## src/rtl/regfile.sv

```systemverilog
// Architectural integer register file with a load-use scoreboard.
// Two combinational read ports with write-through bypass, one write-back
// port, and a per-register busy vector that flags registers still waiting
// on an in-flight load so ID can be stalled on a load-use dependency.
module regfile #(
  parameter int NREGS = 32,
  parameter int AW    = 5,
  parameter int DW    = 32
) (
  input  logic             clk,
  input  logic             rst_n,
  input  logic             we_i,
  input  logic [AW-1:0]    waddr_i,
  input  logic [DW-1:0]    wdata_i,
  input  logic             wload_i,
  input  logic [AW-1:0]    raddr1_i,
  input  logic [AW-1:0]    raddr2_i,
  output logic [DW-1:0]    rdata1_o,
  output logic [DW-1:0]    rdata2_o,
  input  logic             rs1_used_i,
  input  logic             rs2_used_i,
  input  logic [AW-1:0]    rs1_i,
  input  logic [AW-1:0]    rs2_i,
  input  logic             ld_issue_i,
  input  logic [AW-1:0]    ld_rd_i,
  input  logic             flush_i,
  output logic             stall_o,
  output logic [NREGS-1:0] busy_o
);

  // x0 has no storage; its reads are forced to zero below.
  logic [DW-1:0]    regs [1:NREGS-1];
  logic [NREGS-1:0] busy_q;
  logic [NREGS-1:0] busy_d;
  logic             wb_load;
  logic             haz1;
  logic             haz2;

  assign wb_load = we_i & wload_i & (waddr_i != '0);

  // Register storage: single write port, writes to x0 discarded.
  // NOTE: the array is reset on purpose -- reset must leave every register
  // reading as zero, so it cannot be left to power-up contents (this also
  // keeps it out of a plain RAM macro).
  always_ff @(posedge clk or negedge rst_n) begin
    if (!rst_n) begin
      for (int i = 1; i < NREGS; i++) begin
        regs[i] <= '0;
      end
    end else if (we_i && (waddr_i != '0)) begin
      // NOTE: sequential state uses non-blocking assignment so every
      // register samples pre-edge values regardless of block ordering.
      regs[waddr_i] <= wdata_i;
    end
  end

  // Read port 1: x0 is zero, then write-through bypass, then storage.
  // Reads are also forced to zero while reset is held, so an active
  // write-back cannot leak through the bypass during reset.
  always_comb begin
    // NOTE: assigning a default first in every always_comb guarantees no
    // path leaves the output unassigned, so no latch is inferred.
    rdata1_o = '0;
    if (rst_n && (raddr1_i != '0)) begin
      if (we_i && (waddr_i == raddr1_i)) rdata1_o = wdata_i;
      else                               rdata1_o = regs[raddr1_i];
    end
  end

  // Read port 2: same rules as port 1.
  always_comb begin
    rdata2_o = '0;
    if (rst_n && (raddr2_i != '0)) begin
      if (we_i && (waddr_i == raddr2_i)) rdata2_o = wdata_i;
      else                               rdata2_o = regs[raddr2_i];
    end
  end

  // Scoreboard next state: flush clears everything and drops the issuing
  // load; otherwise the load write-back clears and the issuing load sets.
  // The set is applied after the clear so that a collision on the same
  // register keeps the bit for the newer load.
  always_comb begin
    busy_d = busy_q;
    if (flush_i) begin
      busy_d = '0;
    end else begin
      if (wb_load)                         busy_d[waddr_i] = 1'b0;
      if (ld_issue_i && (ld_rd_i != '0))   busy_d[ld_rd_i] = 1'b1;
    end
    busy_d[0] = 1'b0;
  end

  // Scoreboard register.
  always_ff @(posedge clk or negedge rst_n) begin
    if (!rst_n) busy_q <= '0;
    else        busy_q <= busy_d;
  end

  // Load-use hazard: a busy source stalls unless its value is arriving on
  // the write-back bypass in this very cycle.
  assign haz1 = rs1_used_i & busy_q[rs1_i] & ~(we_i & wload_i & (waddr_i == rs1_i));
  assign haz2 = rs2_used_i & busy_q[rs2_i] & ~(we_i & wload_i & (waddr_i == rs2_i));

  assign stall_o = haz1 | haz2;
  assign busy_o  = busy_q;

endmodule

```

## config.mk

```make
export PLATFORM = sky130hd
export DESIGN_NAME = regfile
export DESIGN_NICKNAME = d
export VERILOG_FILES = /design/src/rtl/regfile.sv
export SDC_FILE = /design/constraint.sdc
export NUM_CORES = 2
export LEC_CHECK = 0
export ABC_AREA = 0
export CELL_PAD_IN_SITES_DETAIL_PLACEMENT = 0
export CELL_PAD_IN_SITES_GLOBAL_PLACEMENT = 2
export CORE_ASPECT_RATIO = 0.8
export CORE_MARGIN = 3
export CORE_UTILIZATION = 49
export DETAILED_ROUTE_END_ITERATION = 6
export GPL_TIMING_DRIVEN = 0
export PLACE_DENSITY = 0.87
export SLEW_MARGIN = 10
export SYNTH_ARGS = -nofsm -noshare
export SYNTH_HDL_FRONTEND = slang
export SYNTH_SLANG_ARGS = --single-unit
```

## constraint.sdc

```tcl
create_clock -name clk -period 6.4 [get_ports clk]
set_clock_uncertainty 0.1 [all_clocks]
set_input_delay 1.28 -clock clk [delete_from_list [all_inputs] [get_ports clk]]
set_output_delay 1.28 -clock clk [all_outputs]
set_load 0.05 [all_outputs]
```

==> results.md <==
| Item | Value | Unit |
|---|---|---|
| Routed wire length | 240 | mm |
| Yosys top cell area share | 0.454 | - |
| Maximum capacitance violations | 0 | - |
| Vias post-DR | 41900 | - |
| Final-report max-slew violation count | 0 | - |
| Static Leakage | 27.4 | nW |
| Count of flip-flops with a built-in enable after synthesis | 0 | - |
| Number of distinct standard cells referenced by the synthesized netlist | 64 | - |
| I/O Buffers | 149 | - |
| Synth Area in XOR/XNOR | 0.00311 | - |
| Level count of the clock H-tree | 3 | - |
| Slew headroom | 0.0770 | - |
| Setup TNS | -0.594 | ns |
| Cells taking the most area after synthesis | sky130_fd_sc_hd__dfrtp_1 45%, sky130_fd_sc_hd__mux2_2 22%, sky130_fd_sc_hd__mux4_2 17%, sky130_fd_sc_hd__mux2i_1 1.9%, sky130_fd_sc_hd__buf_2 1.6% | - |
| Avg WL per Cell | 41.0 | um |
| Actual transition at the worst max-transition pin | 1.38 | ns |
| Synthesized-area fraction occupied by and/or/nand/nor cells | 0.0287 | - |
| Critical Setup Path Class | primary input to output pin | - |
| Synthesis Warnings | 0 | - |
| Relative area change from synthesis to final layout | 13.5 | % |
| Tightest hold margin | 0.344 | ns |
| Post-synth design cell area | 56400 | sq um |
| DRC | 0 | - |
| Layer with the highest usage | met1 | - |
| Met1 Usage GRT | 0.551 | - |
| Number of buffers on the longest clock path | 3 | - |
| Number of core rows | 110 | - |
| CP max FO | 10 | - |
| Global-route met2 utilization | 0.524 | - |
| Clock latency on the worst-skew pair | 0.74 | ns |
| TritonCTS clock tree | built | - |
| Synth async-reset ratio | 1.00 | - |
| Fraction of the cycle the final worst path needs | 1.02 | - |
| Clock tree root driver cell | sky130_fd_sc_hd__clkbuf_16 | - |
| Initial antenna violation count | 17 | - |
| Core Area | 113000 | sq um |
| Number of clock sinks | 1023 | - |
| Worst voltage drop across the vdd grid | 0.224 | mV |
| Last weighted congestion value of the routability-driven placer | 1.05 | - |
| Number of nets still failing antenna checks after routing | 0 | - |
| DRC marker count from the first detailed-route iteration | 5897 | - |
| Reg-to-Reg Start | regs[473] | - |
| Worst endpoint required time | 5.02 | ns |
| Initial core utilization | 0.498 | - |
| Mapped Nets | 4057 | - |
| DPL Wire Length | 177 | mm |
| Proportion of layout cells with a drive suffix above 1 | 0.467 | - |
| Status | complete, but fails checks | - |
| Setup slack on the worst flop-to-flop path | 5.45 | ns |
| Synth Area per Inst | 14.1 | sq um |
| Most common library cell in the layout ignoring fill and taps | sky130_fd_sc_hd__mux2_2 | - |
| Overall fraction of global-route tracks in use | 0.402 | - |
| Count of final hold-check violations | 0 | - |
| Multiplexer share of the synthesized area | 0.411 | - |
| Maximum operating frequency | 154 | MHz |
| Final number of setup-violating endpoints | 13 | - |
| Worst r2r path cells | 1 | - |
| Slack of the critical path | -0.108 | ns |
| Arrival @ worst endpoint | 5.13 | ns |
| Net count of the finished layout | 4326 | - |
| Largest family of logic cells by synthesized area | multiplexers | - |
| Clock-pin slew on the worst setup and hold paths | 0.06 | ns |
| Maximum number of pins on one net before global-route repair | 161 | - |
| Startpoint type of the worst setup path | primary input | - |
| Class of the tightest hold or removal check | primary input to asynchronous set/reset pin | - |
| Chip Height | 309 | um |
| Min Clock Period, post-route | 6.51 | ns |
| Most used flip-flop cell after synthesis | sky130_fd_sc_hd__dfrtp_1 | - |
| Leftover overflow at the end of global routing | 0 | - |
| Endpoint class of the critical path | output pin | - |
| Die area | 119000 | sq um |
| Detailed-routing iteration count for the pre-antenna-repair pass | 6 | - |
| End of the worst register-to-register path | regs[473] | - |
| Cell accounting for the most synthesized area | sky130_fd_sc_hd__dfrtp_1 | - |
| Number of register bits inferred by synthesis | 1023 | - |
| Total I/O pin count | 167 | - |
| Most used cells in the layout excluding fill and tap cells | 1104 x sky130_fd_sc_hd__mux2_2, 1023 x sky130_fd_sc_hd__dfrtp_1, 415 x sky130_fd_sc_hd__mux4_2, 188 x sky130_fd_sc_hd__clkbuf_1, 161 x sky130_fd_sc_hd__buf_2 | - |
| Post-Synthesis Cells | 3987 | - |
| Synth Area in Compound Gates | 0.0647 | - |
| Total of hold buffers inserted after clock tree synthesis | 0 | - |
| Wire length of the first global-routing pass | 329 | mm |
| Post-synthesis sequential area ratio | 0.454 | - |
| Post-route total power | 20.1 | mW |
| Pwr dens | 315 | nW/um^2 |
| Violations in the final reports | setup timing | - |
| DR vias/cell | 7.14 | - |
| Die boundary width | 385 | um |
| Synth Area in Adders | 0 | - |
| Number of global-route vias before repair | 40200 | - |
| Setup repair after global routing missed its margin | no | - |
| Num CTS Buffers | 109 | - |
| Met3 global-route usage | 0.224 | - |
## cell type report
type / count / area, sq um
Clock inverter: 38 / 429
Sequential cell: 1023 / 25600
Inverter: 23 / 86.3
Tap cell: 1512 / 1890
Buffer: 434 / 2180
Multi-Input combinational cell: 2505 / 28800
Clock buffer: 161 / 3190
Fill cell: 9291 / 49300
Antenna cell: 11 / 27.5
Timing Repair Buffer: 160 / 1800
## where the power goes
group          total, mW  leakage [nW]  internal, mW  switching, mW
clock               6.59          1.77          3.76           2.84
sequential          8.65          13.1          7.69          0.960
combinational       4.88          12.5          2.39           2.49
total               20.1          27.4          13.8           6.29
## critical path, stage by stage
cell                              delay [ns]
sky130_fd_sc_hd__clkdlybuf4s50_1        0.78
sky130_fd_sc_hd__buf_4                  0.25
sky130_fd_sc_hd__buf_2                  0.39
sky130_fd_sc_hd__buf_4                  0.42
sky130_fd_sc_hd__nand2_2                0.33
sky130_fd_sc_hd__o221ai_1               0.48
sky130_fd_sc_hd__a32oi_1                0.17
sky130_fd_sc_hd__a31oi_1                0.41
sky130_fd_sc_hd__dlygate4sd2_1          0.59
## per-stage QoR
step	worst slack (ns)	cell area, sq um	utilization	std cells
finish	-0.108	64000	0.565	5867
global route	0.0000595	64000	0.565	5857
CTS	0.00605	63900	0.564	5856
detailed placement	-1.97	59900	0.529	5654
global placement	-52.00	59800	0.528	5648
floorplan	1.60	56400	-	3987
## worst max-delay path by stage
stage                 from           end  cells after the start
2_1_floorplan  raddr1_i[2]  rdata1_o[22]                      7
3_3_place_gp         rst_n   rdata1_o[0]                      5
3_5_place_dp         rst_n  rdata1_o[12]                      9
4_1_cts        raddr2_i[1]  rdata2_o[28]                      9
5_1_grt              rst_n  rdata1_o[13]                      9
6_report       raddr2_i[1]   rdata2_o[8]                      9
## synth_stat cells (15+ instances only)
cell type,instances
sky130_fd_sc_hd__a22oi_1,69
sky130_fd_sc_hd__dfrtp_1,1023
sky130_fd_sc_hd__a211oi_1,48
sky130_fd_sc_hd__a31oi_1,46
sky130_fd_sc_hd__nor2b_1,30
sky130_fd_sc_hd__a2111oi_0,15
sky130_fd_sc_hd__nand2_1,58
sky130_fd_sc_hd__a21oi_1,85
sky130_fd_sc_hd__o221a_2,22
sky130_fd_sc_hd__buf_1,30
sky130_fd_sc_hd__mux2_1,28
sky130_fd_sc_hd__o21ai_0,75
sky130_fd_sc_hd__o221ai_1,27
sky130_fd_sc_hd__nor2_1,100
sky130_fd_sc_hd__or3_1,15
sky130_fd_sc_hd__buf_4,38
sky130_fd_sc_hd__clkbuf_1,177
sky130_fd_sc_hd__mux4_2,415
sky130_fd_sc_hd__nand2b_1,33
sky130_fd_sc_hd__nand3_1,20
sky130_fd_sc_hd__buf_2,178
sky130_fd_sc_hd__inv_1,22
sky130_fd_sc_hd__mux2_2,1104
sky130_fd_sc_hd__a221oi_1,44
sky130_fd_sc_hd__mux2i_1,105
sky130_fd_sc_hd__a211o_1,18
sky130_fd_sc_hd__o22ai_1,20
## state kept, by name, indices dropped and copies added, names as in the netlist
register	flops
regs	992
busy_o	31
## layer usage
metal | vias to the layer above | share of wire | wire (um)
met5 | - | 0.0013 | 319
li1 | 16000 | - | -
met1 | 22300 | 0.39 | 94900
met3 | 552 | 0.16 | 39100
met2 | 3086 | 0.39 | 95000
met4 | 8 | 0.047 | 11200
## timing repair
action | 4_1_cts | 5_1_grt
gates cloned | 5 | 0
buffers inserted | 0 | 0
resized for setup | 99 | 68
setup endpoints to repair | 62 | 38
pin swaps | 0 | 0
endpoints found under the hold margin | 0 | 0
## kinds of logic after synthesis
logic type | count (synthesis)
other cells | 1
compound gates | 514
xor+xnor | 20
simple gates | 318
flops | 1023
buf+inv | 459
mux | 1652
Note: power is estimated with default switching activity, not from simulation.
